**config.mk**
```make
export PLATFORM = sky130hd
export DESIGN_NAME = bcd_counter_multi
export DESIGN_NICKNAME = d
export VERILOG_FILES = /design/src/rtl/bcd_counter_multi.sv
export SDC_FILE = /design/constraint.sdc
export NUM_CORES = 1
export LEC_CHECK = 0
export ABC_AREA = 1
export CORE_MARGIN = 2
export CORE_UTILIZATION = 30
export CTS_BUF_LIST = sky130_fd_sc_hd__clkbuf_8
export DETAILED_ROUTE_END_ITERATION = 12
export SKIP_LAST_GASP = 1
export SLEW_MARGIN = 20
export SYNTH_ARGS = -nofsm -noshare
export SYNTH_HDL_FRONTEND = slang
export SYNTH_SLANG_ARGS = --single-unit
```
**constraint.sdc**
```tcl
create_clock -name clk_50mhz -period 1.85 [get_ports clk_50mhz]
set_input_delay 0.2775 -clock clk_50mhz [delete_from_list [all_inputs] [get_ports clk_50mhz]]
set_output_delay 0.2775 -clock clk_50mhz [all_outputs]
set_load 0.02 [all_outputs]
```
**src/rtl/bcd_counter_multi.sv**
```systemverilog
// bcd_counter_multi: multi-digit BCD up/down counter with clear, load and wrap pulse
// Ports: clk_50mhz clock; rst async active-high reset; cin count enable;
//        up_dn 1=up 0=down; clr sync clear; load/load_val sync BCD load;
//        q BCD count (digit 0 = q[3:0]); cout wrap/limit pulse; load_err rejected-load pulse.
// Define BCD_CNT_SAT_EN for saturating mode (hold at all-9 / all-0, cout flags the attempt).
module bcd_counter_multi #(
    parameter int DIGITS = 4
) (
    input  logic                  clk_50mhz,
    input  logic                  rst,
    input  logic                  cin,
    input  logic                  up_dn,
    input  logic                  clr,
    input  logic                  load,
    input  logic [4*DIGITS-1:0]   load_val,
    output logic [4*DIGITS-1:0]   q,
    output logic                  cout,
    output logic                  load_err
);
`ifdef BCD_CNT_SAT_EN
    localparam bit SAT = 1'b1;
`else
    localparam bit SAT = 1'b0;
`endif
    logic [4*DIGITS-1:0] q_step;
    logic                carry;
    logic                bad_val;
    // carry doubles as borrow; it survives every digit only when the whole count wraps
    always_comb begin
        q_step  = q;
        carry   = 1'b1;
        bad_val = 1'b0;
        for (int i = 0; i < DIGITS; i++) begin
            if (carry)
                q_step[4*i+:4] = up_dn ? (q[4*i+:4] == 4'd9 ? 4'd0 : q[4*i+:4] + 4'd1)
                                       : (q[4*i+:4] == 4'd0 ? 4'd9 : q[4*i+:4] - 4'd1);
            carry   = carry & (up_dn ? q[4*i+:4] == 4'd9 : q[4*i+:4] == 4'd0);
            bad_val = bad_val | (load_val[4*i+:4] > 4'd9);
        end
    end
    always_ff @(posedge clk_50mhz or posedge rst) begin
        if (rst) begin
            q        <= '0;
            cout     <= 1'b0;
            load_err <= 1'b0;
        end else begin
            cout     <= 1'b0;
            load_err <= 1'b0;
            if (clr)
                q <= '0;
            else if (load) begin
                if (bad_val)
                    load_err <= 1'b1;
                else
                    q <= load_val;
            end else if (cin) begin
                q    <= (SAT && carry) ? q : q_step;
                cout <= carry;
            end
        end
    end
endmodule

```
==> results of run 1 <==
-- routing by layer --
metal | up-vias | track usage (%)
met5 | - | 0
li1 | 989 | -
met4 | 0 | 2.03
met1 | 811 | 20.3
met3 | 2 | 2.70
met2 | 29 | 26.7
-- registers in the layout (all words and copies together), names as in the netlist --
signal,count
load_err,1
cout,1
q,16
-- power by group --
part	internal (µW)	total, µW	switching [µW]
Sequential	448	551	103
Clock	190	339	150
Combinational	344	781	437
-- stage by stage --
stage / worst slack, ns / area (µm²) / hold WS (ns)
3_5_place_dp: 0.0317 / 2280 / 0.549
2_1_floorplan: 0.255 / 1740 / 0.216
4_1_cts: 0.135 / 2330 / 0.351
5_1_grt: 0.0794 / 2330 / 0.383
3_3_place_gp: 0.0543 / 2280 / 0.547
6_report: 0.143 / 2330 / 0.332
-- cell type report --
type | count | share of cell area (%)
Clock buffer | 4 | 2.36
Sequential cell | 18 | 19.3
Tap cell | 72 | 3.86
Timing Repair Buffer | 49 | 20.0
Inverter | 31 | 5.31
Multi-Input combinational cell | 221 | 49.2
-- layout by cell type, fill, tap and decap left out, types with 6 or more instances in the layout --
master and n:
o21ai_1 6, buf_4 10, nand4_1 8, nand2_2 10, dfrtp_1 18, nor2_1 26, a21oi_1 7, clkdlybuf4s50_1 39
nand3_1 34, inv_1 24, nand2_1 82, ha_1 9, o21ai_0 17
-- critical path, stage by stage (launching register included) --
cell and delay [ns]:
dfrtp_1 0.42, buf_4 0.15, clkdlybuf4s50_1 0.60
-- kinds of logic (layout without fill, tap and decap cells) --
kind of cell | after synthesis | in the layout
simple gates | 175 | 175
buf+inv | 35 | 84
compound gates | 33 | 33
flops | 18 | 18
fa+ha+maj | 9 | 9
xor+xnor | 4 | 4
-- worst max path at each step --
| stage | to | slack (ns) |
|---|---|---|
| after global placement | q[14]$_DFFE_PP0P_ | 0.05 |
| after global routing | q[13]$_DFFE_PP0P_ | 0.08 |
| after floorplan | q[12]$_DFFE_PP0P_ | 0.25 |
| after detailed placement | q[14]$_DFFE_PP0P_ | 0.03 |
| after CTS | q[3] | 0.13 |
| final | q[0] | 0.14 |
==> results.json, run 1 <==
{
  "cts_tree": "yes",
  "rows": 27,
  "n_fill_cell": 615,
  "chipHeight_um": 80.3,
  "fin_crit_ns": 1.71,
  "antenna_cells": 0,
  "p_leak_uw": 0.00113,
  "met2_length_um": 2190,
  "critical_path.max_fanout": 4,
  "synth_top_area_cell": "dfrtp_1",
  "drv_slew": 0,
  "setup_viol": 0,
  "arrival_ns": 1.43,
  "p_total_uw": 1670,
  "yosys-top-cells-count": "nand2_1, nand3_1, nor2_1",
  "die_area_um2": 6440,
  "synth_most_common_cell": "nand2_1",
  "fin_worst_skew_ns": 0.00355,
  "hold_buffers": 0,
  "syn_avg_cell_area_um2": 6.37,
  "synth_top_family_by_area": "simple AND/OR/NAND/NOR gates",
  "first_iter_violations": 46,
  "synthDistinctLibCells": 29,
  "max-cap-violations": 0,
  "worstRegToRegCells": 11,
  "synthCells": 274,
  "clockBufferDepth": 2,
  "finalCritPeriodShare_pct": 92.3,
  "tightest_slew_ns": 0.320,
  "dp_hpwl_um": 3700,
  "yosys_warnings": 0,
  "top_layer_used": "met4",
  "rsz0062_at_grt": "no",
  "drc": 0,
  "gp_congestion": 0.835,
  "grt_pass1_wl_um": 7840,
  "clockRootBuffer": "clkbuf_8",
  "drive_above_1_share_pct": 13.6,
  "postRouteAntennaNets": 0,
  "avgViaCountPerCell": 4.64,
  "numCtsBuffers": 3,
  "clk_transition_reported_paths_ns": 0.08,
  "grt_max_degree": 19,
  "grt_antenna_before_repair": 0,
  "synth.area.top_cells": "dfrtp_1, nand2_1, nand3_1, ha_1, nor2_1",
  "wl_per_cell_um": 11.8,
  "cts.sinks": 18,
  "setup.worst_path.class": "reg -> out",
  "multi_input_area_um2": 1150,
  "clk_latency_ns": 0.26,
  "track_usage_pct": 15.3,
  "grt_pass1_vias": 1697,
  "cts_max_level": 1,
  "dp_cells": 391,
  "max_freq_mhz": 586,
  "reg2reg_slack_ns": 0.22,
  "ys_seq_area_share_pct": 25.8,
  "synth_edf_count": 0,
  "core_area_um2": 5570,
  "start_util_pct": 31.3,
  "hold_class": "in -> async",
  "synth_top_area_share_pct": 25.8,
  "vias": 1831,
  "dr.pass1.iters": 4,
  "stdcell_count": 395,
  "cp.required_ns": 1.57,
  "drt_wl_total_um": 4660,
  "syn-num-nets": 305,
  "wl_met3_um": 153,
  "final_hold_viol_count": 0,
  "synth_compound_area_share_pct": 9.83,
  "status": "complete, no violations",
  "startpoint": "q[0]$_DFFE_PP0P_",
  "die_w_um": 80.3,
  "async_reset_ff_share_pct": 100,
  "cts_setup_buffers": 0,
  "rr_endpoint": "q[13]$_DFFE_PP0P_",
  "vdd_ir_drop_max_uv": 513,
  "post_cts_resized": 0,
  "synth_xor_xnor_area_share_pct": 2.01,
  "fin_nets": 355,
  "areaGrowthSynthToFinish_pct": 33.7,
  "io_pins": 40,
  "r2r-start": "q[0]$_DFFE_PP0P_",
  "fin_setup_tns_ns": 0,
  "port_buffers": 39,
  "wl_met1_um": 2300,
  "cp-start-kind": "register",
  "synthAdderAreaFrac_pct": 6.46,
  "p_per_area_nw_per_um2": 717,
  "synthMuxAreaShare_pct": 0,
  "ys_ff_latch": 18,
  "synthFlopType": "dfrtp_1",
  "slew_headroom_pct": 78.7,
  "syn-cell-area_um2": 1740,
  "post-route-util_pct": 41.8,
  "area.sequential_um2": 450,
  "grt-ovfl-total": 0,
  "endpoint_kind": "output port",
  "synthSimpleGateAreaFrac_pct": 47.5
}
Note: power is estimated with default switching activity, not from simulation.
==> inputs of run 2 (changes only) <==
Settings changed: CTS_CLUSTER_DIAMETER set to 100, MAX_ROUTING_LAYER set to met4.
==> results.json, run 2 (same netlist as run 1, synthesis figures left out) <==
{
  "max-cap-violations": 0,
  "critical_path.max_fanout": 4,
  "n_fill_cell": 615,
  "cts_tree": "yes",
  "largestRegisters": "q x16, cout x1, load_err x1",
  "antenna_cells": 0,
  "startpoint": "q[0]$_DFFE_PP0P_",
  "start_util_pct": 31.3,
  "dp_hpwl_um": 3700,
  "drt_wl_total_um": 4630,
  "areaGrowthSynthToFinish_pct": 33.7,
  "tightest_slew_ns": 0.319,
  "vias": 1834,
  "hold_slack_ns": 0.335,
  "fin_setup_tns_ns": 0,
  "critical_path.slowest_cell": "clkdlybuf4s50_1",
  "drv_slew": 0,
  "port_buffers": 39,
  "wl_per_cell_um": 11.7,
  "post_cts_resized": 0,
  "postRouteAntennaNets": 0,
  "cts_setup_buffers": 0,
  "dp_cells": 391,
  "layout_commonest_cell": "nand2_1",
  "final_hold_viol_count": 0,
  "p_leak_uw": 0.00113,
  "gp_congestion": 0.848,
  "dr.pass1.iters": 4,
  "grt_pass1_vias": 1702,
  "endpoint_kind": "output port",
  "status": "complete, no violations",
  "drive_above_1_share_pct": 13.6,
  "stdcell_count": 395,
  "mostFrequentLayoutCells": "nand2_1, clkdlybuf4s50_1, nand3_1, nor2_1, inv_1",
  "clockRootBuffer": "clkbuf_8",
  "vdd_ir_drop_max_uv": 509,
  "clk_transition_reported_paths_ns": 0.08,
  "hold_buffers": 0,
  "crit_family": "buffers and inverters",
  "hold_class": "in -> async",
  "core_area_um2": 5570,
  "rows": 27,
  "fin_crit_ns": 1.70,
  "track_usage_pct": 15.7,
  "avgViaCountPerCell": 4.64,
  "drc": 0,
  "largest_reg_flops": 16,
  "r2r-start": "q[0]$_DFFE_PP0P_",
  "die_w_um": 80.3,
  "worstPathCellList": "buf_4 > clkdlybuf4s50_1",
  "die_area_um2": 6440,
  "numCtsBuffers": 3,
  "finalCritPeriodShare_pct": 92.1,
  "io_pins": 40,
  "clockBufferDepth": 2,
  "critPathMaxStageDelay_ns": 0.60,
  "grt-ovfl-total": 0,
  "cp.required_ns": 1.57,
  "setup_viol": 0,
  "fin_worst_skew_ns": 0.00354,
  "regMostFlops": "q",
  "setup.worst_path.class": "reg -> out",
  "fin_nets": 355,
  "max_freq_mhz": 587,
  "critical_path_buf_inv_count": 2,
  "rsz0062_at_grt": "no",
  "cp-start-kind": "register",
  "clk_latency_ns": 0.26,
  "arrival_ns": 1.43,
  "grt_pass1_wl_um": 7840,
  "chipHeight_um": 80.3,
  "cts_max_level": 1,
  "cts.sinks": 18,
  "grt_max_degree": 19,
  "slew_headroom_pct": 78.7,
  "grt_antenna_before_repair": 0,
  "p_per_area_nw_per_um2": 715,
  "first_iter_violations": 50
}
==> run 2: area by class of cell <==
type	count	area, µm²	share of cell area, %
tap	72	90.1	3.86
sequential	18	450	19.3
timing repair buffer	49	465	20.0
multi-input combinational	221	1150	49.2
inverter	31	124	5.31
clock buffer	4	55.1	2.36
==> run 2: per-layer routing <==
layer  global-route usage, %  part of all wire (%)  vias up
met5                       -                     0        -
met4                    2.03                  0.32        0
met3                    2.70                   3.5        2
met2                    26.8                    48       32
met1                    20.1                    48      815
li1                        -                     -      985
==> run 2: worst min-delay path, delay by kind of cell <==
kind	cells	cell delay, ns
buffers and inverters	3	0.70
==> run 2: final timing paths <==
check / slack [ns] / endpoint / cells past startpoint
worst min register to register: 0.57 / q[14]$_DFFE_PP0P_ / 2
worst min-delay path: 0.33 / load_err$_DFF_PP0_ / 3
worst max register to register: 0.22 / q[13]$_DFFE_PP0P_ / 11
min in group clk_50mhz: 0.57 / q[14]$_DFFE_PP0P_ / 2
worst max-delay path: 0.15 / q[0] / 2
max in group asynchronous: 1.31 / q[6]$_DFFE_PP0P_ / 3
==> run 2: through the flow <==
stage | setup slack [ns] | util (%) | total power (µW) | instance area (µm²)
2_1_floorplan | 0.255 | - | 1040 | 1740
3_3_place_gp | 0.0543 | 40.9 | 1340 | 2280
3_5_place_dp | 0.0317 | 40.9 | 1340 | 2280
4_1_cts | 0.135 | 41.8 | 1680 | 2330
5_1_grt | 0.0799 | 41.8 | 1800 | 2330
6_report | 0.145 | 41.8 | 1670 | 2330
==> run 2: power breakdown <==
part           leakage (µW)  internal [µW]  switching, µW
Clock             0.0000288            190            146
Sequential         0.000234            448            102
Combinational      0.000870            344            437
Total               0.00113            981            685
==> inputs of run 3 (changes only) <==
Settings changed: ABC_AREA 1 to not set, CAP_MARGIN set to 20.
==> results.json, run 3 <==
{
  "status": "complete, but fails checks",
  "violations": "negative setup slack",
  "p_leak_uw": 0.00108,
  "clk_transition_reported_paths_ns": 0.07,
  "drive_above_1_share_pct": 26.8,
  "wl_per_cell_um": 14.3,
  "synth_edf_count": 0,
  "dp_hpwl_um": 3670,
  "synth.area.top_cells": "dfrtp_1, ha_1, o21ai_0, nor2_1, nand2_1",
  "postRouteAntennaNets": 0,
  "post-route-util_pct": 48.9,
  "vias": 1772,
  "setup.worst_path.class": "reg -> reg",
  "synth_top_area_share_pct": 27.4,
  "core_area_um2": 5200,
  "largest_reg_flops": 16,
  "yosys-top-cells-count": "o21ai_0, dfrtp_1, nor2_1",
  "hold_class": "in -> async",
  "finalCritPeriodShare_pct": 106,
  "vdd_ir_drop_max_uv": 285,
  "layout_commonest_cell": "buf_4",
  "arrival_ns": 2.12,
  "cts_tree": "yes",
  "fin_crit_ns": 1.97,
  "slew_headroom_pct": 70.3,
  "io_pins": 40,
  "p_total_uw": 1640,
  "cp-start-kind": "register",
  "syn-num-nets": 229,
  "antenna_cells": 0,
  "numCtsBuffers": 3,
  "die_area_um2": 6100,
  "chipHeight_um": 78.1,
  "fin_worst_skew_ns": 0.00334,
  "setup_viol": 8,
  "drc": 0,
  "grt_max_degree": 20,
  "hold_buffers": 0,
  "ys_seq_area_share_pct": 27.4,
  "grt_pass1_vias": 1641,
  "cp.required_ns": 2.00,
  "grt_antenna_before_repair": 0,
  "grt-ovfl-total": 0,
  "max-cap-violations": 0,
  "rows": 26,
  "die_w_um": 78.1,
  "synth_most_common_cell": "o21ai_0",
  "syn_avg_cell_area_um2": 8.32,
  "ys_ff_latch": 18,
  "gp_congestion": 0.843,
  "synthFlopType": "dfrtp_1",
  "dr.pass1.iters": 4,
  "largestRegisters": "q x16, cout x1, load_err x1",
  "first_iter_violations": 123,
  "syn-cell-area_um2": 1650,
  "drv_slew": 0,
  "async_reset_ff_share_pct": 100,
  "drt_wl_total_um": 4960,
  "max_freq_mhz": 508,
  "synthCells": 198,
  "mostFrequentLayoutCells": "buf_4, clkdlybuf4s50_1, o21ai_0, dfrtp_1, nor2_1",
  "avgViaCountPerCell": 5.12,
  "synth_top_area_cell": "dfrtp_1",
  "grt_pass1_wl_um": 7960,
  "clk_latency_ns": 0.26,
  "setup_slack_ns": -0.120,
  "critical_path.max_fanout": 3,
  "rsz0062_at_grt": "yes",
  "track_usage_pct": 16.8,
  "areaGrowthSynthToFinish_pct": 54.5,
  "synthDistinctLibCells": 56,
  "pre_cts_ws_ns": -0.423,
  "cts.sinks": 18,
  "cts_max_level": 1,
  "final_hold_viol_count": 0,
  "endpoint_kind": "register",
  "regMostFlops": "q",
  "clockBufferDepth": 2,
  "p_per_area_nw_per_um2": 644,
  "fin_nets": 308,
  "clockRootBuffer": "clkbuf_8",
  "yosys_warnings": 0,
  "port_buffers": 39,
  "tightest_slew_ns": 0.434,
  "start_util_pct": 31.6
}
[run 3: area by class of cell]
cell class	count	area (µm²)
Timing Repair Buffer	86	753
Sequential cell	18	452
Multi-Input combinational cell	158	1170
Fill cell	494	2660
Tap cell	70	87.6
Inverter	10	37.5
Clock buffer	3	41.3
Clock inverter	1	3.75
[run 3: critical path: stages (launching register included)]
cell and delay (ns):
dfrtp_1 0.40, or3_4 0.40, o32a_4 0.34, nor4b_4 0.30, o21bai_4 0.11, mux2_4 0.30
[run 3: final timing paths]
check | from | endpoint | slack [ns] | depth (start not counted)
max | q[7]$_DFFE_PP0P_ | q[14]$_DFFE_PP0P_ | -0.12 | 5
min | rst | load_err$_DFF_PP0_ | 0.34 | 3
max reg2reg | q[7]$_DFFE_PP0P_ | q[14]$_DFFE_PP0P_ | -0.12 | 5
min reg2reg | q[1]$_DFFE_PP0P_ | q[1]$_DFFE_PP0P_ | 0.62 | 3
max in group asynchronous | rst | q[4]$_DFFE_PP0P_ | 1.29 | 3
min in group clk_50mhz | q[1]$_DFFE_PP0P_ | q[1]$_DFFE_PP0P_ | 0.62 | 3
[run 3: cells by family (layout without fill, tap and decap cells)]
logic type / Yosys count / count (layout) / synth area share [%]
muxes: 6 / 6 / 4.33
AOI/OAI and AO/OA: 71 / 71 / 30.4
DFF: 18 / 18 / 27.4
buffers and inverters: 22 / 100 / 5.62
xor gates and xnor gates: 4 / 4 / 2.13
adders and majority gates: 9 / 9 / 6.84
and+or+nand+nor: 68 / 68 / 23.3
[run 3: metal layers]
metal / part of all wire, % / GRT usage (%) / vias up / routed length (µm)
li1: - / - / 893 / -
met1: 48 / 22.9 / 836 / 2390
met2: 47 / 26.6 / 41 / 2320
met3: 4.3 / 3.22 / 2 / 215
met4: 0.50 / 2.81 / 0 / 25
met5: 0 / - / - / 0
[run 3: stage by stage]
stage / hold WS [ns] / area, µm² / cells / TNS, ns
2_1_floorplan: 0.216 / 1660 / 198 / -0.829
3_3_place_gp: 0.596 / 2410 / 338 / -4.45
3_5_place_dp: 0.597 / 2410 / 338 / -5.16
4_1_cts: 0.352 / 2450 / 342 / -0.667
5_1_grt: 0.383 / 2540 / 346 / -1.05
6_report: 0.344 / 2540 / 346 / -0.493
[run 3: timing repair]
item / 4_1_cts / 5_1_grt
resized for setup: 1 / 20
setup buffers: 0 / 4
hold endpoints to repair: 0 / 0
pin swaps: 0 / 7
endpoints found under the setup margin: 10 / 15
[run 3: power breakdown]
part	internal, µW	switching, µW	total [µW]
combinational	443	395	839
clock	148	140	288
sequential	440	72.8	513
